**src/rtl/stage_sequencer_if.sv**
```systemverilog
// Handshake bundle between the game-flow sequencer and its surroundings.
// The master side is the sequencer. The slave side is the menu, timer, hook and HUD.
interface stage_sequencer_if #(
    parameter int NUM_LEVELS = 4,
    parameter int MONEY_W    = 16
);
    localparam int LEVEL_W = (NUM_LEVELS > 1) ? $clog2(NUM_LEVELS) : 1;

    // Requests and events coming into the sequencer
    logic               startGame;
    logic               nextLevel;
    logic               oneSecPulse;
    logic               collectValid;
    logic [MONEY_W-1:0] collectValue;
    logic               allCollected;

    // Control strobes and HUD values produced by the sequencer
    logic               levelEnable;
    logic               loadPulse;
    logic [LEVEL_W-1:0] levelIndex;
    logic [6:0]         timeLeft;
    logic [MONEY_W-1:0] money;
    logic [MONEY_W-1:0] target;
    logic               stagePassed;
    logic               stageFailed;
    logic               lastLevelEnded;

    modport master (
        input  startGame, nextLevel, oneSecPulse, collectValid, collectValue, allCollected,
        output levelEnable, loadPulse, levelIndex, timeLeft, money, target,
               stagePassed, stageFailed, lastLevelEnded
    );

    modport slave (
        output startGame, nextLevel, oneSecPulse, collectValid, collectValue, allCollected,
        input  levelEnable, loadPulse, levelIndex, timeLeft, money, target,
               stagePassed, stageFailed, lastLevelEnded
    );
endinterface

```
**src/rtl/stage_sequencer.sv**
```systemverilog
// Game-flow controller. It loads each level, runs the countdown and accumulates
// money. It then grades the level against its target and advances to the next level.
module stage_sequencer #(
    parameter int NUM_LEVELS  = 4,
    parameter int MAX_TIME    = 60,
    parameter int MONEY_W     = 16,
    parameter int TARGET_BASE = 650,
    parameter int TARGET_STEP = 400
) (
    input  logic              clk,
    input  logic              resetN,
    stage_sequencer_if.master bus
);
    localparam int                 LEVEL_W     = (NUM_LEVELS > 1) ? $clog2(NUM_LEVELS) : 1;
    localparam logic [LEVEL_W-1:0] LAST_LEVEL  = LEVEL_W'(NUM_LEVELS - 1);
    localparam logic [6:0]         TIME_INIT   = 7'(MAX_TIME);
    localparam logic [MONEY_W-1:0] TARGET_INIT = MONEY_W'(TARGET_BASE);

    typedef enum logic [2:0] {
        S_IDLE, S_LOAD, S_PLAY, S_EVAL, S_PASSED, S_FAILED, S_DONE
    } state_t;

    // Money target for a given level index
    function automatic logic [MONEY_W-1:0] target_for(input logic [LEVEL_W-1:0] idx);
        return MONEY_W'(TARGET_BASE + int'(32'(idx)) * TARGET_STEP);
    endfunction

    state_t             r_state;
    logic               r_level_enable;
    logic               r_load_pulse;
    logic [LEVEL_W-1:0] r_level;
    logic [6:0]         r_time_left;
    logic [MONEY_W-1:0] r_money;
    logic [MONEY_W-1:0] r_target;
    logic               r_stage_passed;
    logic               r_stage_failed;
    logic               r_last_level_ended;

    logic [MONEY_W:0]   w_sum;
    logic [MONEY_W-1:0] w_money_next;
    logic [6:0]         w_time_next;
    logic               w_timeout;
    logic [LEVEL_W-1:0] w_level_inc;

    // Next-value arithmetic used during PLAY: saturating money and a countdown that stops at zero
    always_comb begin
        // NOTE: every always_comb output gets a default first so no latch can be inferred.
        w_money_next = r_money;
        w_time_next  = r_time_left;
        w_sum        = {1'b0, r_money} + {1'b0, bus.collectValue};
        if (bus.collectValid) begin
            w_money_next = w_sum[MONEY_W] ? '1 : w_sum[MONEY_W-1:0];
        end
        if (bus.oneSecPulse && (r_time_left != 7'd0)) begin
            w_time_next = r_time_left - 7'd1;
        end
        w_timeout   = bus.oneSecPulse && (r_time_left == 7'd1);
        w_level_inc = r_level + 1'b1;
    end

    // Game-flow FSM with all outputs registered
    always_ff @(posedge clk or negedge resetN) begin
        if (!resetN) begin
            // NOTE: sequential state uses non-blocking assignments so every register samples pre-edge values.
            r_state            <= S_IDLE;
            r_level_enable     <= 1'b0;
            r_load_pulse       <= 1'b0;
            r_level            <= '0;
            r_time_left        <= '0;
            r_money            <= '0;
            r_target           <= TARGET_INIT;
            r_stage_passed     <= 1'b0;
            r_stage_failed     <= 1'b0;
            r_last_level_ended <= 1'b0;
        end else begin
            r_load_pulse <= 1'b0;
            case (r_state)
                S_IDLE, S_FAILED, S_DONE: begin
                    if (bus.startGame) begin
                        r_state            <= S_LOAD;
                        r_level            <= '0;
                        r_target           <= TARGET_INIT;
                        r_money            <= '0;
                        r_time_left        <= TIME_INIT;
                        r_load_pulse       <= 1'b1;
                        r_stage_failed     <= 1'b0;
                        r_last_level_ended <= 1'b0;
                    end
                end
                S_LOAD: begin
                    r_state        <= S_PLAY;
                    r_level_enable <= 1'b1;
                end
                S_PLAY: begin
                    r_time_left <= w_time_next;
                    r_money     <= w_money_next;
                    if (w_timeout || bus.allCollected) begin
                        r_state        <= S_EVAL;
                        r_level_enable <= 1'b0;
                    end
                end
                S_EVAL: begin
                    if (r_money >= r_target) begin
                        r_state        <= S_PASSED;
                        r_stage_passed <= 1'b1;
                    end else begin
                        r_state        <= S_FAILED;
                        r_stage_failed <= 1'b1;
                    end
                end
                S_PASSED: begin
                    if (r_level == LAST_LEVEL) begin
                        r_state            <= S_DONE;
                        r_stage_passed     <= 1'b0;
                        r_last_level_ended <= 1'b1;
                    end else if (bus.nextLevel) begin
                        r_state        <= S_LOAD;
                        r_level        <= w_level_inc;
                        r_target       <= target_for(w_level_inc);
                        r_time_left    <= TIME_INIT;
                        r_load_pulse   <= 1'b1;
                        r_stage_passed <= 1'b0;
                    end
                end
                default: r_state <= S_IDLE;
            endcase
        end
    end

    assign bus.levelEnable    = r_level_enable;
    assign bus.loadPulse      = r_load_pulse;
    assign bus.levelIndex     = r_level;
    assign bus.timeLeft       = r_time_left;
    assign bus.money          = r_money;
    assign bus.target         = r_target;
    assign bus.stagePassed    = r_stage_passed;
    assign bus.stageFailed    = r_stage_failed;
    assign bus.lastLevelEnded = r_last_level_ended;
endmodule

```
**src/flat_wrapper.sv**
```systemverilog
// flat-port wrapper written by rule: the top's interface ports become plain ports
module stage_sequencer_flat 
#(
    parameter int NUM_LEVELS  = 4,
    parameter int MAX_TIME    = 60,
    parameter int MONEY_W     = 16,
    parameter int TARGET_BASE = 650,
    parameter int TARGET_STEP = 400
)
  (clk, resetN, bus_startGame, bus_nextLevel, bus_oneSecPulse, bus_collectValid, bus_collectValue, bus_allCollected, bus_levelEnable, bus_loadPulse, bus_levelIndex, bus_timeLeft, bus_money, bus_target, bus_stagePassed, bus_stageFailed, bus_lastLevelEnded);
  stage_sequencer_if #(.NUM_LEVELS(NUM_LEVELS), .MONEY_W(MONEY_W)) bus_i ();
  input  logic clk;
  input  logic resetN;
  input wire logic [$bits(bus_i.startGame)-1:0] bus_startGame;
  input wire logic [$bits(bus_i.nextLevel)-1:0] bus_nextLevel;
  input wire logic [$bits(bus_i.oneSecPulse)-1:0] bus_oneSecPulse;
  input wire logic [$bits(bus_i.collectValid)-1:0] bus_collectValid;
  input wire logic [$bits(bus_i.collectValue)-1:0] bus_collectValue;
  input wire logic [$bits(bus_i.allCollected)-1:0] bus_allCollected;
  output wire logic [$bits(bus_i.levelEnable)-1:0] bus_levelEnable;
  output wire logic [$bits(bus_i.loadPulse)-1:0] bus_loadPulse;
  output wire logic [$bits(bus_i.levelIndex)-1:0] bus_levelIndex;
  output wire logic [$bits(bus_i.timeLeft)-1:0] bus_timeLeft;
  output wire logic [$bits(bus_i.money)-1:0] bus_money;
  output wire logic [$bits(bus_i.target)-1:0] bus_target;
  output wire logic [$bits(bus_i.stagePassed)-1:0] bus_stagePassed;
  output wire logic [$bits(bus_i.stageFailed)-1:0] bus_stageFailed;
  output wire logic [$bits(bus_i.lastLevelEnded)-1:0] bus_lastLevelEnded;
  assign bus_i.startGame = bus_startGame;
  assign bus_i.nextLevel = bus_nextLevel;
  assign bus_i.oneSecPulse = bus_oneSecPulse;
  assign bus_i.collectValid = bus_collectValid;
  assign bus_i.collectValue = bus_collectValue;
  assign bus_i.allCollected = bus_allCollected;
  assign bus_levelEnable = bus_i.levelEnable;
  assign bus_loadPulse = bus_i.loadPulse;
  assign bus_levelIndex = bus_i.levelIndex;
  assign bus_timeLeft = bus_i.timeLeft;
  assign bus_money = bus_i.money;
  assign bus_target = bus_i.target;
  assign bus_stagePassed = bus_i.stagePassed;
  assign bus_stageFailed = bus_i.stageFailed;
  assign bus_lastLevelEnded = bus_i.lastLevelEnded;
  stage_sequencer #(.NUM_LEVELS(NUM_LEVELS), .MAX_TIME(MAX_TIME), .MONEY_W(MONEY_W), .TARGET_BASE(TARGET_BASE), .TARGET_STEP(TARGET_STEP)) u_core (.clk(clk), .resetN(resetN), .bus(bus_i));
endmodule
```
**config.mk**
```make
export PLATFORM = sky130hd
export DESIGN_NAME = stage_sequencer_flat
export DESIGN_NICKNAME = d
export VERILOG_FILES = /design/src/rtl/stage_sequencer_if.sv /design/src/rtl/stage_sequencer.sv /design/src/flat_wrapper.sv
export SDC_FILE = /design/constraint.sdc
export NUM_CORES = 1
export LEC_CHECK = 0
export CAP_MARGIN = 20
export CORE_MARGIN = 4
export CORE_UTILIZATION = 25
export CTS_BUF_LIST = sky130_fd_sc_hd__clkbuf_8
export DETAILED_ROUTE_END_ITERATION = 7
export GPL_TIMING_DRIVEN = 0
export HOLD_SLACK_MARGIN = 0.03
export PLACE_DENSITY = 0.57
export SLEW_MARGIN = 30
export SYNTH_ARGS = -nofsm -noshare
export SYNTH_HDL_FRONTEND = slang
export SYNTH_SLANG_ARGS = --single-unit
```
**constraint.sdc**
```tcl
create_clock -name clk -period 3.81 [get_ports clk]
set_input_delay 0.381 -clock clk [delete_from_list [all_inputs] [get_ports clk]]
set_output_delay 0.381 -clock clk [all_outputs]
set_load 0.01 [all_outputs]
```
Word level (Yosys, flattened, before mapping):

Cells that the tools add are included.

* word-level logic and storage cells: 92
* bits of input ports: 23
* register bits: 49

* add/subtract/negate cells: 4
* multiply operators: 1
* $lt $le $gt $ge: 1
* mux-type cells: 38
* reduce and logical (&&, ||, !) cells: 20
* eq/ne operators: 18

Operators by type and width (number)
* $mux 16: 6
* $pmux 16 s2: 2
* $mux 7: 4
* $pmux 7 s3: 1
* $add 16x16->17: 1
* $add 11x16->16 const A: 1
* $ge 16x16->1: 1
* $pmux 3 s5: 1
* $reduce_and 3->1: 5
* $mux 3: 4
* $mux 1: 11
* $ne 2x2->1 const B: 5
* $pmux 1 s2: 5
* $reduce_bool 2->1: 5
* $eq 3x3->1 const B: 3
* $ne 2x1->1 const B: 4
* $eq 7x1->1 const B: 1
* $mul 2x5->7 const B: 1
* $reduce_bool 7->1: 1
* $sub 7x1->7 const B: 1
* $eq 3x2->1 const B: 2
* $mux 2: 3
* $reduce_and 5->1: 1
* $pmux 2 s2: 1
* 11 further kinds: 12

Depth between registers and ports, before layout:

Gate-level depths: netlist (run 1).

* word-level depth: 6
* depth in mapped cells: 9
* gate-level depth less buffers: 9

Least setup slack after synthesis (run 1):

Ideal clock, no wire load.

* kind: reg-to-reg
* start: reg u_core.r_money[0] (netlist: u_core.bus.money[0])
* end: reg u_core.r_money[12] (netlist: u_core.bus.money[12])
* data required time: 3.690 ns
* buffers on the path: 1
* clock period less this slack: 2.242 ns
* library setup time: 0.120 ns
* data arrival time: 2.121 ns
* stages on the path, launching flop included: 10
* slack: 1.568 ns
* cells stage by stage: dfrtp_1 > ha_1 > fa_1 > a211oi_1 > o21ai_1 > a21oi_2 > a22oi_2 > buf_2 > o21ai_0 > nand2_1

* cells in the longest elaborated chain, start to end: 4

RTL lines
* start: declaration: RTL line stage_sequencer.sv:33 `logic [MONEY_W-1:0] r_money;`
* start signal: assignment: RTL line stage_sequencer.sv:96 `r_money <= w_money_next;`
* $add 16x16->17: RTL line stage_sequencer.sv:50 `w_sum = {1'b0, r_money} + {1'b0, bus.collectValue};`
* $mux 16: RTL line stage_sequencer.sv:52 `w_money_next = w_sum[MONEY_W] ? '1 : w_sum[MONEY_W-1:0];`
* $mux 16: RTL line stage_sequencer.sv:51 `if (bus.collectValid) begin`
* $pmux 16 s2: RTL line stage_sequencer.sv:77 `case (r_state)`

Every way passes these cells. The select of a mux whose other input is x is not followed.
A chain may end at the register's enable or synchronous reset.

Final worst setup path (run 1):

* start: in bus_collectValue[0]
* end: reg u_core.r_money[7] (netlist: u_core.bus.money[7])

* cells in the longest elaborated chain, start to end: 4

RTL lines
* start: declaration: RTL line flat_wrapper.sv:18 `input wire logic [$bits(bus_i.collectValue)-1:0] bus_collectValue;`
* $add 16x16->17: RTL line stage_sequencer.sv:50
* $mux 16: RTL line stage_sequencer.sv:52
* $mux 16: RTL line stage_sequencer.sv:51
* $pmux 16 s2: RTL line stage_sequencer.sv:77

Every way passes these cells. The select of a mux whose other input is x is not followed.

==> run summary, run 1 <==
Status -> completed
Number of global-route vias before repair -> 2,413
Worst Hold Launch -> u_core.bus.target[9]
Critical R2R Launch -> u_core.bus.money[0]
Synth top area cells -> dfrtp_1, ha_1, o21ai_0, a21oi_1, nand2_1
Commonest non-fill, non-tap cell in the layout -> clkdlybuf4s50_1
Gr usage total -> 0.116
Share of the synthesized area in the top cell type -> 0.318
Rel. slew slack -> 0.667
Inserted Clock Buffers -> 5
Initial antenna violation count -> 0
FP Rows -> 38
Synth Cell Area -> 2760 µm²
Setup_tns -> 0 ps
PD cells -> 671 nW/µm²
Via count -> 2,523
Layout area overhead -> 32.9%
Seq/Total Area, Yosys -> 0.337
DRC -> 0
Worst-margin pin slew -> 497 ps
Worst skew pair latency -> 290 ps
Most Used Layer, Global Route -> met2
Final period utilization -> 0.707
Met3 usage -> 0.0251
Clock Tree Root -> clkbuf_8
Worst reg2reg endpoint -> u_core.bus.money[7]
Yosys Warn Count -> 0
Synth Instances -> 319
Hold EP -> u_core.bus.target[9]
Drt initial violations -> 77
Pwr Total -> 2.46 mW
DP HPWL -> 5.91 mm
Slew Viols, Final -> 0
Initial Util -> 0.255
Count of input and output buffers -> 59
Min cycle time layout -> 2700 ps
Gates resized, CTS repair -> 0
Post-synthesis average cell area -> 8.64 µm²
Most frequent cells in the layout -> clkdlybuf4s50_1, dfrtp_1, nand2_1
ANT cells -> 0
Achievable Freq -> 371 MHz
H-tree Lvls -> 2
Endpoints failing setup -> 0
Total gr overflow -> 0
DR pass1 iterations -> 4
Hold Crit Class -> reg -> reg
Die X -> 113 µm
Final Hold Fails -> 0
EDFF count, synth -> 0
Io pins -> 69
CTS Sinks -> 37
Area of the die -> 12,800 µm²
Routed WL -> 7.29 mm
Clk pin slew, worst setup/hold paths -> 70 ps
Synth async-reset ratio -> 1.00
Primary FF master, synth -> dfrtp_1
Reg2reg setup slack -> 1200 ps
Layout cells sized above 1 -> 0.0886
Worst setup EP type -> register
Yosys reg bits -> 37
Clock Path Buffers -> 2
First-pass GRT wire length -> 12.2 mm
CP Launch Type -> input pin
RD Place Congestion -> 0.755
Largest net degree at the start of global routing -> 24
Final ANT Viol Nets -> 0
Met2 usage in global routing -> 0.180
CTS tree -> built
Max Cap Violations -> 0
Avg WL per Cell -> 13.6 µm
Crit Path Category -> in -> reg
VDD IR-drop max -> 0.191 mV
CP max FO -> 10
Core region area -> 10,800 µm²
Biggest area consumer among synthesized cells -> dfrtp_1
Clock Skews -> 6.93 ps
P_leak -> 1.69 nW
RSZ-0062 raised after global routing -> false
Critical Path Source -> bus_collectValue[0]
Hold depth -> 2
Fin nets -> 447
R2r worst-path depth -> 9
WP data required -> 3990 ps
Distinct cells, synth -> 54
Die height -> 113 µm
CP Data Arrival Time -> 2870 ps
Met1 Use GR -> 0.165
Vias per cell -> 4.72
## stage by stage
stage | hold WS [ps] | std cells | setup slack, ps | utilization | area (µm²)
3_5_place_dp | 332 | 526 | 776 | 0.331 | 3570
5_1_grt | 554 | 535 | 831 | 0.339 | 3660
6_report | 514 | 535 | 1110 | 0.339 | 3660
4_1_cts | 517 | 535 | 1060 | 0.339 | 3660
2_1_floorplan | 85.4 | 326 | 1570 | - | 2780
3_3_place_gp | 515 | 525 | 807 | 0.329 | 3550
## worst max-delay path by stage
stage                                      end  slack (ps)  cells after the start
after floorplan           u_core.bus.money[12]        1570                      9
after global placement    u_core.bus.money[12]         810                     10
after detailed placement  u_core.bus.money[12]         780                     10
after CTS                 u_core.bus.money[12]        1060                     10
after global routing       u_core.bus.money[7]         830                     10
final                      u_core.bus.money[7]        1110                     10
## report_power, final
group,switching (mW),internal (mW)
Sequential,0.165,0.538
Clock,0.138,0.123
Combinational,0.793,0.701
Total,1.10,1.36
## registers in the layout, summed over array words and instances (netlist names)
signal / flops
u_core.bus.levelEnable: 1
u_core.bus.lastLevelEnded: 1
u_core.bus.money: 16
u_core.r_state: 3
u_core.bus.loadPulse: 1
u_core.bus.timeLeft: 7
u_core.bus.target: 5
u_core.bus.stageFailed: 1
u_core.bus.levelIndex: 1
u_core.bus.stagePassed: 1
## metal layers
metal  part of all wire  routed length [µm]
met5                  0                   0
met4              0.011                  80
met3              0.053                 386
met2               0.47                3410
met1               0.47                3420
## cell type report
class	count	area (µm²)
Buffer	21	128
Clock buffer	5	68.8
Clock inverter	3	12.5
Fill cell	1106	7130
Inverter	13	48.8
Multi-Input combinational cell	255	1680
Sequential cell	37	928
Tap cell	140	175
Timing Repair Buffer	61	623
## Yosys cell counts (6+ instances only)
| cell | instances |
|---|---|
| nor2b_1 | 8 |
| a21o_1 | 8 |
| inv_1 | 13 |
| ha_1 | 29 |
| o21ai_0 | 28 |
| xnor2_1 | 10 |
| dfrtp_1 | 35 |
| nor3_1 | 7 |
| buf_4 | 12 |
| a21oi_1 | 26 |
| nor2_1 | 22 |
| and3_1 | 6 |
| nand2_1 | 31 |
| nand3_1 | 15 |
## critical path, stage by stage
cell and delay, ps:
clkdlybuf4s50_1 430, ha_1 230, fa_1 430, a211oi_1 340, o21ai_1 190, a21oi_2 280, a22oi_2 140, buf_2 210
o21ai_0 180, nand2_1 70
## logic make-up (layout without fill, tap and decap cells)
family                     count (synthesis)  after routing  share of synthesized area
AOI/OAI and AO/OA                         99             99                      0.226
buffers and inverters                     34            103                     0.0640
xor gates and xnor gates                  15             15                     0.0477
adders and majority gates                 30             30                      0.139
DFF                                       37             37                      0.337
and+or+nand+nor                          100            100                      0.176
other                                      2              9                    0.00273
muxes                                      2              2                    0.00727
## what timing repair did
item,CTS,global route
hold buffers,1,0
endpoints found under the hold margin,13,0
setup buffers,0,0
Note: power is estimated with default switching activity, not from simulation.
==> run 2: changes to the inputs <==
==> constraint.sdc (replaced) <==
create_clock -name clk -period 2.48 [get_ports clk]
set_input_delay 0.248 -clock clk [delete_from_list [all_inputs] [get_ports clk]]
set_output_delay 0.248 -clock clk [all_outputs]
set_load 0.01 [all_outputs]
==> run 2 against run 1 <==
Against the previous run:
- highest routed layer unchanged
- largest cell class unchanged
- sequential share of layout area is 0.46 points lower
- die area stayed put
- total power is 58% higher
- global-route usage is 0.078 points higher
- worst setup slack got worse by 990 ps
- core utilization increased by 0.67 points
- non-clock buffer count up 4
- register-to-register slack worse by 1100 ps
==> run summary, run 2 (synthesis gave the netlist of run 1 again) <==
Final period utilization -> 0.950
First-pass GRT wire length -> 12.3 mm (+0.68%)
CP max FO -> 10 (unchanged)
Endpoints failing setup -> 0 (unchanged)
Final Hold Fails -> 0 (unchanged)
Min cycle time layout -> 2360 ps
Fin nets -> 451 (+0.89%)
Routed WL -> 7.46 mm (+2.2%)
Fin util -> 0.346 (+0.00672)
VDD IR-drop max -> 0.294 mV (+54%)
PD cells -> 1040 nW/µm² (+55%)
H-tree Lvls -> 2 (unchanged)
Hold Crit Class -> in -> async
P_leak -> 1.71 nW (+1.4%)
Io pins -> 69 (unchanged)
Initial antenna violation count -> 0 (unchanged)
Status -> completed
Largest net degree at the start of global routing -> 24 (unchanged)
Setup_tns -> 0 ps (unchanged)
Die height -> 113 µm (unchanged)
FP Rows -> 38 (unchanged)
Place WS -> -421 ps (-1200 ps)
Drt initial violations -> 74 (-3.9%)
Number of flip-flops in the largest register -> 16 (unchanged)
DRC -> 0 (unchanged)
Most frequent cells in the layout -> clkdlybuf4s50_1, dfrtp_1, nand2_1
Clk pin slew, worst setup/hold paths -> 70 ps (about the same)
Slack of the critical path -> 123 ps (-991 ps)
Slew Viols, Final -> 0 (unchanged)
Clock Skews -> 6.76 ps (-0.169 ps)
Layout area overhead -> 35.5%
Filler Cell Count -> 1,105 (-0.090%)
Placed Area -> 3570 µm² (unchanged)
Most Used Layer, Global Route -> met2
Initial Util -> 0.255 (unchanged)
CTS Sinks -> 37 (unchanged)
Commonest non-fill, non-tap cell in the layout -> clkdlybuf4s50_1
Met3 usage -> 0.0251 (unchanged)
Count of input and output buffers -> 59 (unchanged)
Layout cells sized above 1 -> 0.118 (+0.0292)
Total gr overflow -> 0 (unchanged)
Clock Tree Root -> clkbuf_8
CTS tree -> built
RSZ-0062 raised after global routing -> false
DR pass1 iterations -> 4 (unchanged)
Met1 Use GR -> 0.164 (-0.000993)
Met2 usage in global routing -> 0.184 (+0.00395)
Post-route cell area -> 3730 µm² (+2.0%)
Area of the die -> 12,800 µm² (unchanged)
Worst skew pair latency -> 290 ps (about the same)
Inserted Clock Buffers -> 5 (unchanged)
Worst setup EP type -> register
RD Place Congestion -> 0.755 (unchanged)
Core region area -> 10,800 µm² (unchanged)
Die X -> 113 µm (unchanged)
FF/Latch Area -> 930 µm² (+0.13%)
DP HPWL -> 5.91 mm (unchanged)
Crit Path Category -> in -> reg
CP Launch Type -> input pin
Worst-margin pin slew -> 499 ps (+1.52 ps)
WP data required -> 2660 ps (-1330 ps)
Multi-input combinational cell area -> 1720 µm² (+2.3%)
Dpl cells -> 526 (unchanged)
CP Data Arrival Time -> 2540 ps (-330 ps)
Vias per cell -> 4.70 (-0.27%)
Rel. slew slack -> 0.666 (-0.00102)
Gr usage total -> 0.117 (+0.000784)
Final ANT Viol Nets -> 0 (unchanged)
Non-Filler Instances -> 539 (+0.75%)
Avg WL per Cell -> 13.8 µm (+1.4%)
Max Cap Violations -> 0 (unchanged)
Via count -> 2,535 (+0.48%)
Clock Path Buffers -> 2 (unchanged)
Achievable Freq -> 424 MHz
Number of global-route vias before repair -> 2,441 (+1.2%)
ANT cells -> 0 (unchanged)
run 2: cell types whose count changed in the layout (fill, tap and decap cells not counted), sizes merged:
cell  delta
buf      +4
run 2: repair_timing:
action                                  in CTS  in global routing
endpoints found under the setup margin      15                 14
hold buffers                                 1                  0
pin swaps                                    2                  4
hold endpoints to repair                    13                  0
setup buffers                                1                  3
gates resized for setup                      5                 10
run 2: final timing paths:
| check | start | end | slack (ps) | cells after the start |
|---|---|---|---|---|
| max in group asynchronous | resetN | u_core.bus.target[7] | 1540 | 3 |
| worst max register to register | u_core.bus.money[1] | u_core.bus.money[13] | 120 | 8 |
| worst min-delay path | resetN | u_core.bus.timeLeft[5] | 420 | 2 |
| worst min register to register | u_core.bus.target[9] | u_core.bus.target[9] | 510 | 2 |
| worst max-delay path | bus_collectValue[0] | u_core.bus.money[4] | 120 | 10 |
| min in group clk | u_core.bus.target[9] | u_core.bus.target[9] | 510 | 2 |
run 2: area by class of cell:
| class | count | area share |
|---|---|---|
| multi-input combinational | 255 | 0.459 |
| sequential | 37 | 0.249 |
| timing repair buffer | 65 | 0.175 |
| tap | 140 | 0.0469 |
| buffer | 21 | 0.0349 |
| clock buffer | 5 | 0.0184 |
| inverter | 13 | 0.0131 |
| clock inverter | 3 | 0.00335 |
run 2: through the flow:
stage / total power, mW / hold WS (ps)
after floorplan: 2.53 / -47.6
after global placement: 3.35 / 515
after detailed placement: 3.40 / 199
after CTS: 3.86 / 413
after global routing: 4.28 / 475
final: 3.89 / 419
run 2: critical path, cell delays in order:
cell and delay (ps):
clkdlybuf4s50_1 430, ha_2 210, fa_2 410, a211oi_4 290
o21ai_2 130, a21oi_2 240, a22oi_2 130, buf_4 200
o21ai_0 170, nand2_1 70
run 2: power by group:
part	leakage, nW	total [mW]	switching (mW)	internal [mW]
logic	1.20	2.41	1.26	1.14
registers	0.458	1.08	0.251	0.827
clock network	0.0505	0.401	0.212	0.189
run 2: routing by layer:
layer	share of wire	wire length, µm	vias to the layer above
met4	0.011	80	0
met3	0.055	410	7
met5	0	0	-
li1	-	-	1279
met1	0.47	3470	1187
met2	0.47	3490	62
